==> src/rtl/pong_score_keeper.sv <==
// Two-player LED pong score keeper: debounces both buttons, judges returns/fouls,
// keeps scores and ball direction. Define PONG_WIN_BY_TWO_EN to require a 2-point lead.

module pong_debounce #(
  parameter int DEBOUNCE_CYC = 16
) (
  input  logic clk,
  input  logic rst,
  input  logic btn_n,
  output logic press
);
  localparam int CW = $clog2(DEBOUNCE_CYC + 1);

  logic          meta_q, sync_q;
  logic          acc_q, acc_d;
  logic          armed_q, armed_d;
  logic          press_q, press_d;
  logic [CW-1:0] cnt_q, cnt_d;
  logic          differ, accept;

  // Synchroniser resets to "pressed" and the arm flag stays clear until a real
  // high level is sampled, so a button held through reset never yields an event.
  always_comb begin
    differ  = (sync_q != acc_q);
    accept  = differ && (cnt_q == CW'(DEBOUNCE_CYC));
    cnt_d   = '0;
    if (differ && !accept) cnt_d = cnt_q + 1'b1;
    acc_d   = accept ? sync_q : acc_q;
    armed_d = armed_q | sync_q;
    press_d = accept & ~sync_q & armed_q;
  end

  always_ff @(posedge clk or posedge rst) begin
    if (rst) begin
      meta_q  <= 1'b0;
      sync_q  <= 1'b0;
      acc_q   <= 1'b1;
      cnt_q   <= '0;
      armed_q <= 1'b0;
      press_q <= 1'b0;
    end else begin
      meta_q  <= btn_n;
      sync_q  <= meta_q;
      acc_q   <= acc_d;
      cnt_q   <= cnt_d;
      armed_q <= armed_d;
      press_q <= press_d;
    end
  end

  assign press = press_q;
endmodule

module pong_score_keeper #(
  parameter int WIN_SCORE    = 9,
  parameter int SCORE_W      = 4,
  parameter int DEBOUNCE_CYC = 16
) (
  input  logic               clk,
  input  logic               rst,
  input  logic               btn_l,
  input  logic               btn_r,
  input  logic               ball_at_l,
  input  logic               ball_at_r,
  input  logic               new_game,
  output logic [SCORE_W-1:0] score_l,
  output logic [SCORE_W-1:0] score_r,
  output logic               dir,
  output logic               hit,
  output logic               foul,
  output logic               game_over,
  output logic               winner
);
  localparam int NUM_LANES = 2;  // lane 0 = left, lane 1 = right

  typedef enum logic {PLAY, OVER} state_e;

  logic [NUM_LANES-1:0] btn_raw, press;
  assign btn_raw = {btn_r, btn_l};

  for (genvar i = 0; i < NUM_LANES; i++) begin : g_db
    pong_debounce #(.DEBOUNCE_CYC(DEBOUNCE_CYC)) u_db (
      .clk   (clk),
      .rst   (rst),
      .btn_n (btn_raw[i]),
      .press (press[i])
    );
  end

  state_e             state_q, state_d;
  logic [SCORE_W-1:0] sl_q, sl_d, sr_q, sr_d;
  logic               dir_q, dir_d, win_q, win_d;
  logic               hit_q, hit_d, foul_q, foul_d;
  logic               scorer, rule_met, sat;
  logic [SCORE_W:0]   s_w, o_w;

  always_comb begin
    state_d  = state_q;
    sl_d     = sl_q;
    sr_d     = sr_q;
    dir_d    = dir_q;
    win_d    = win_q;
    hit_d    = 1'b0;
    foul_d   = 1'b0;
    scorer   = 1'b0;
    s_w      = '0;
    o_w      = '0;
    rule_met = 1'b0;
    sat      = 1'b0;
    if (new_game) begin
      state_d = PLAY;
      sl_d    = '0;
      sr_d    = '0;
      dir_d   = 1'b1;
      win_d   = 1'b0;
    end else if (state_q == PLAY && |press) begin
      // Left wins a same-cycle tie; the right event is simply dropped.
      if (press[0]) begin
        if (ball_at_l) begin
          sl_d = sl_q + 1'b1; dir_d = 1'b1; hit_d = 1'b1; scorer = 1'b0;
        end else begin
          sr_d = sr_q + 1'b1; foul_d = 1'b1; scorer = 1'b1;
        end
      end else begin
        if (ball_at_r) begin
          sr_d = sr_q + 1'b1; dir_d = 1'b0; hit_d = 1'b1; scorer = 1'b1;
        end else begin
          sl_d = sl_q + 1'b1; foul_d = 1'b1; scorer = 1'b0;
        end
      end
      s_w = scorer ? {1'b0, sr_d} : {1'b0, sl_d};
      o_w = scorer ? {1'b0, sl_d} : {1'b0, sr_d};
      sat = (s_w == {1'b0, {SCORE_W{1'b1}}});
`ifdef PONG_WIN_BY_TWO_EN
      rule_met = (s_w >= (SCORE_W+1)'(WIN_SCORE)) && (s_w >= o_w + (SCORE_W+1)'(2));
`else
      rule_met = (s_w >= (SCORE_W+1)'(WIN_SCORE));
`endif
      if (rule_met || sat) begin
        state_d = OVER;
        win_d   = scorer;
      end
    end
  end

  always_ff @(posedge clk or posedge rst) begin
    if (rst) begin
      state_q <= PLAY;
      sl_q    <= '0;
      sr_q    <= '0;
      dir_q   <= 1'b1;
      win_q   <= 1'b0;
      hit_q   <= 1'b0;
      foul_q  <= 1'b0;
    end else begin
      state_q <= state_d;
      sl_q    <= sl_d;
      sr_q    <= sr_d;
      dir_q   <= dir_d;
      win_q   <= win_d;
      hit_q   <= hit_d;
      foul_q  <= foul_d;
    end
  end

  assign score_l   = sl_q;
  assign score_r   = sr_q;
  assign dir       = dir_q;
  assign hit       = hit_q;
  assign foul      = foul_q;
  assign game_over = (state_q == OVER);
  assign winner    = win_q;
endmodule
==> config.mk <==
export PLATFORM = sky130hd
export DESIGN_NAME = pong_score_keeper
export DESIGN_NICKNAME = d
export VERILOG_FILES = /design/src/rtl/pong_score_keeper.sv
export SDC_FILE = /design/constraint.sdc
export NUM_CORES = 1
export LEC_CHECK = 0
export ABC_CLOCK_PERIOD_IN_PS = 2400
export BUFFER_PORTS_ARGS = -buffer_cell sky130_fd_sc_hd__buf_2
export CORE_ASPECT_RATIO = 0.8
export CORE_UTILIZATION = 45
export CTS_CLUSTER_SIZE = 12
export DETAILED_ROUTE_END_ITERATION = 10
export HOLD_SLACK_MARGIN = 0.06
export SLEW_MARGIN = 20
export SYNTH_ARGS = -nofsm -noshare
export SYNTH_HDL_FRONTEND = slang
export SYNTH_SLANG_ARGS = --single-unit
==> constraint.sdc <==
create_clock -name clk -period 2.4 [get_ports clk]
set_input_delay 0.48 -clock clk [delete_from_list [all_inputs] [get_ports clk]]
set_output_delay 0.48 -clock clk [all_outputs]
set_load 0.01 [all_outputs]
==> impl_results.md <==
* Outcome: complete, no violations
* Chip width at 65.96 um
* Synth cell types at 31
* Worst VDD drop at 0.4551 mV
* Syn_area_per_cell at 11.07 um^2
* Fin. max-slew vios at 0
* Die area at 3507 um^2
* Post-layout minimum cycle time at 1586 ps
* GRT Util Overall at between 15 and 20%
* Final Hold Fails at 0
* FMAX at 0.6307 GHz
* Clock group share of total power at 38.4%
* Wire per inst at 12.56 um
* Critical path class: register to register
* Worst path depth at 5
* Largest net degree at the start of global routing at 34
* Rows at 18
* Internal at 0.7864 mW
* Slowest CP cell: dfrtp_1
* Initial core utilization at 47.38%
* Flop-to-flop setup slack at 810 ps
* Clock skew at 4.398 ps
* Max-capacitance violation count at 0
* Req. time, crit path at 2590 ps
* Register bit total from synthesis at 33
* Ys Warns at 0
* Clk root buf: clkbuf_8
* Crit path buf inv count at 0
* Crit path cell chain: ha_1 > xor2_1 > nor3b_1 > or3_1 > a311oi_1
* Clk sink count at 33
* Multi-input logic area at ~600 um^2
* Crit path max-delay family: simple AND/OR/NAND/NOR gates
* I/O pin count at 20
* Sequential cell area fraction in the yosys report at 56.33%
* Post-DP HPWL at 1.787 mm
* Vias per inst at 5.030
* Top cell type by total area after synthesis: dfrtp_1
* P_leak at 0.8133 nW
* Switching Share at 22.55%
* Vias at 1006
* Gr ovfl total at 0
* FFs w/ async S/R, synth at 100.0%
* Initial antenna violation count at 0
* Final setup margin at 814.4 ps
* Synth Cell Area at 1473 um^2
* Resize count post-CTS at 0
* Cts hold-fix bufs at 0
* Final Instance Area at 1707 um^2
* Sequential Area at approximately 830 um^2
* Number of synthesized flops with an enable pin at 0
* Final GP Congestion at 0.7639
* Gate Count Post-Synth at 133
* Critical path endpoint category: register
* Post-place setup slack at ~710 ps
* RSZ-0062 raised after global routing: no
* Util after Layout at 54.91%
* Residual DRC at 0
* Postcts setup bufs at 0
* Critical Path Max Stage Delay at 420 ps
* Clk_lat worst skew at 280 ps
* RR Startpoint: score_l[0]$_DFFE_PP0P_
* Core area at 3108 um^2
* Placed cell areas at 1624 um^2
* Final setup fails at 0
* Fill count at 284
* Final Hold Slack at 271.2 ps
* Number of global-route vias before repair at 979
* Crit Reg-Reg Endpoint: game_over$_DFFE_PP0P_
* CTS tree: done
* Global-route wire length before repair at 4.395 mm
* Num CTS Buffers at 5
* Initial DRC count at 61
* Slew of the pin with the lowest slew margin at 420.9 ps
* I/O Buffers at 19
* Post-synth top flop: dfrtp_1
* CP arrival at 1770 ps
* Peak fanout along the critical path at 5
* Syn nets at 146
* Worst Hold Class: primary input to asynchronous set/reset pin
* Comb pwr share at under 10%
* Nets at around 170
* Share of cells above drive strength 1 at 21.88%
* Drt pass-1 iters at 4
* Worst slew margin at slightly above 70%
* H-tree depth at 2
* PD cells at between 500 and 600 nW/um^2
* Tot Pwr at 1.015 mW
* Placed Cells at between 150 and 200
* Net Switching at 0.2289 mW
* Ant diodes at 0
* Startpoint types: register
* Clock transition at path regs at 70 ps
* Die Y at 53.17 um
* Synth top area cells: dfrtp_1 (51%), xor2_1 (5.9%), dfstp_2 (5.4%), ha_1 (5.1%), nor2_1 (4.8%)
* Post-DRT Antenna Nets at 0
* Non-Filler Instances at 200
* Longest Clk Path Bufs at 2
* Final period utilization at between 60% and 70%
* Setup TNS at 0 ps
* Sequential Power Share at 57.0%
* Synth top area share at around half
* Register-to-Register Path Depth at 5
* WL final at 2.512 mm
* Area Growth Syn to Fin at 15.89%
-- synthesized netlist by cell type (2+ instances only) --
master     n
and3_1     3
nor2_1    19
nor3b_1    2
or2_2      2
nand3_1    8
o211ai_1   2
o21ai_1    2
dfstp_2    3
xor2_1    10
mux2i_1    2
ha_1       6
nor4_1     2
dfrtp_1   30
nor3_1     4
xnor2_1    8
a21oi_1    4
mux2_1     2
nand2_1    4
inv_1      8
-- routing by layer --
| metal | GRT usage (%) | part of all wire, % |
|---|---|---|
| met1 | 22.07 | 48 |
| met2 | 27.04 | 47 |
| met3 | 5.819 | 4.1 |
| met4 | 7.447 | 1.2 |
| met5 | 0 | 0 |
-- area by class of cell --
cell class	count	area share (%)
flip-flops and latches	33	48.61
multi-input cells	90	35.41
repair buffers	21	6.452
clock buffers	6	4.252
well taps	40	2.933
inverters	8	1.760
clock inverters	2	0.5865
-- placed cells by master, fill, tap and decap left out, types with 3 or more instances in the layout --
cell type   n
clkbuf_8    5
buf_2      19
nor3_1      4
dfrtp_1    30
dfstp_2     3
a21oi_1     4
nor2_1     19
and3_1      3
xnor2_1     8
inv_1       8
xor2_1     10
nand3_1     8
nand2_1     4
ha_1        6
-- worst max-delay path by stage --
stage                      startpoint               endpoint  slack [ps]
6_report       score_l[0]$_DFFE_PP0P_  game_over$_DFFE_PP0P_         810
5_1_grt        score_l[0]$_DFFE_PP0P_  game_over$_DFFE_PP0P_         740
4_1_cts        score_l[0]$_DFFE_PP0P_  game_over$_DFFE_PP0P_         810
3_5_place_dp                ball_at_l  game_over$_DFFE_PP0P_         710
3_3_place_gp                ball_at_l  game_over$_DFFE_PP0P_         760
2_1_floorplan               ball_at_r  game_over$_DFFE_PP0P_         840
-- state kept, by name, indices dropped and copies added, names as in the netlist, 2 cells and up --
signal             count
score_r                4
score_l                4
g_db.u_db.armed_q      2
g_db.u_db.cnt_q       10
g_db.u_db.acc_q        2
g_db.u_db.meta_q       2
g_db.u_db.sync_q       2
g_db.u_db.press        2
-- power by group through the flow --
stage | logic [mW] | clock network [mW] | registers (mW)
floorplan | 0.0320 | 0 | 0.586
global placement | 0.0470 | 0 | 0.588
detailed placement | 0.0481 | 0 | 0.588
CTS | 0.0487 | 0.404 | 0.578
global route | 0.0545 | 0.431 | 0.580
finish | 0.0468 | 0.390 | 0.578
-- cell families (layout without fill, tap and decap cells) --
| logic type | count (synthesis) | after routing | synth area share [%] |
|---|---|---|---|
| XOR/XNOR | 18 | 18 | 10.71 |
| AND/OR/NAND/NOR | 50 | 50 | 16.91 |
| buffers and inverters | 10 | 37 | 2.633 |
| adder cells (fa/ha/maj) | 6 | 6 | 5.098 |
| flip-flops | 33 | 33 | 56.33 |
| multiplexers | 4 | 4 | 2.889 |
| AO/OA/AOI/OAI | 12 | 12 | 5.438 |
-- worst register-to-register path: cells and delay by family (launching register included) --
family / cells / cell delay, ps
AO/OA/AOI/OAI: 1 / 250
XOR/XNOR: 1 / 150
adder cells (fa/ha/maj): 1 / 250
flip-flops: 1 / 420
AND/OR/NAND/NOR: 2 / 420
(Power assumes the default switching activity.)
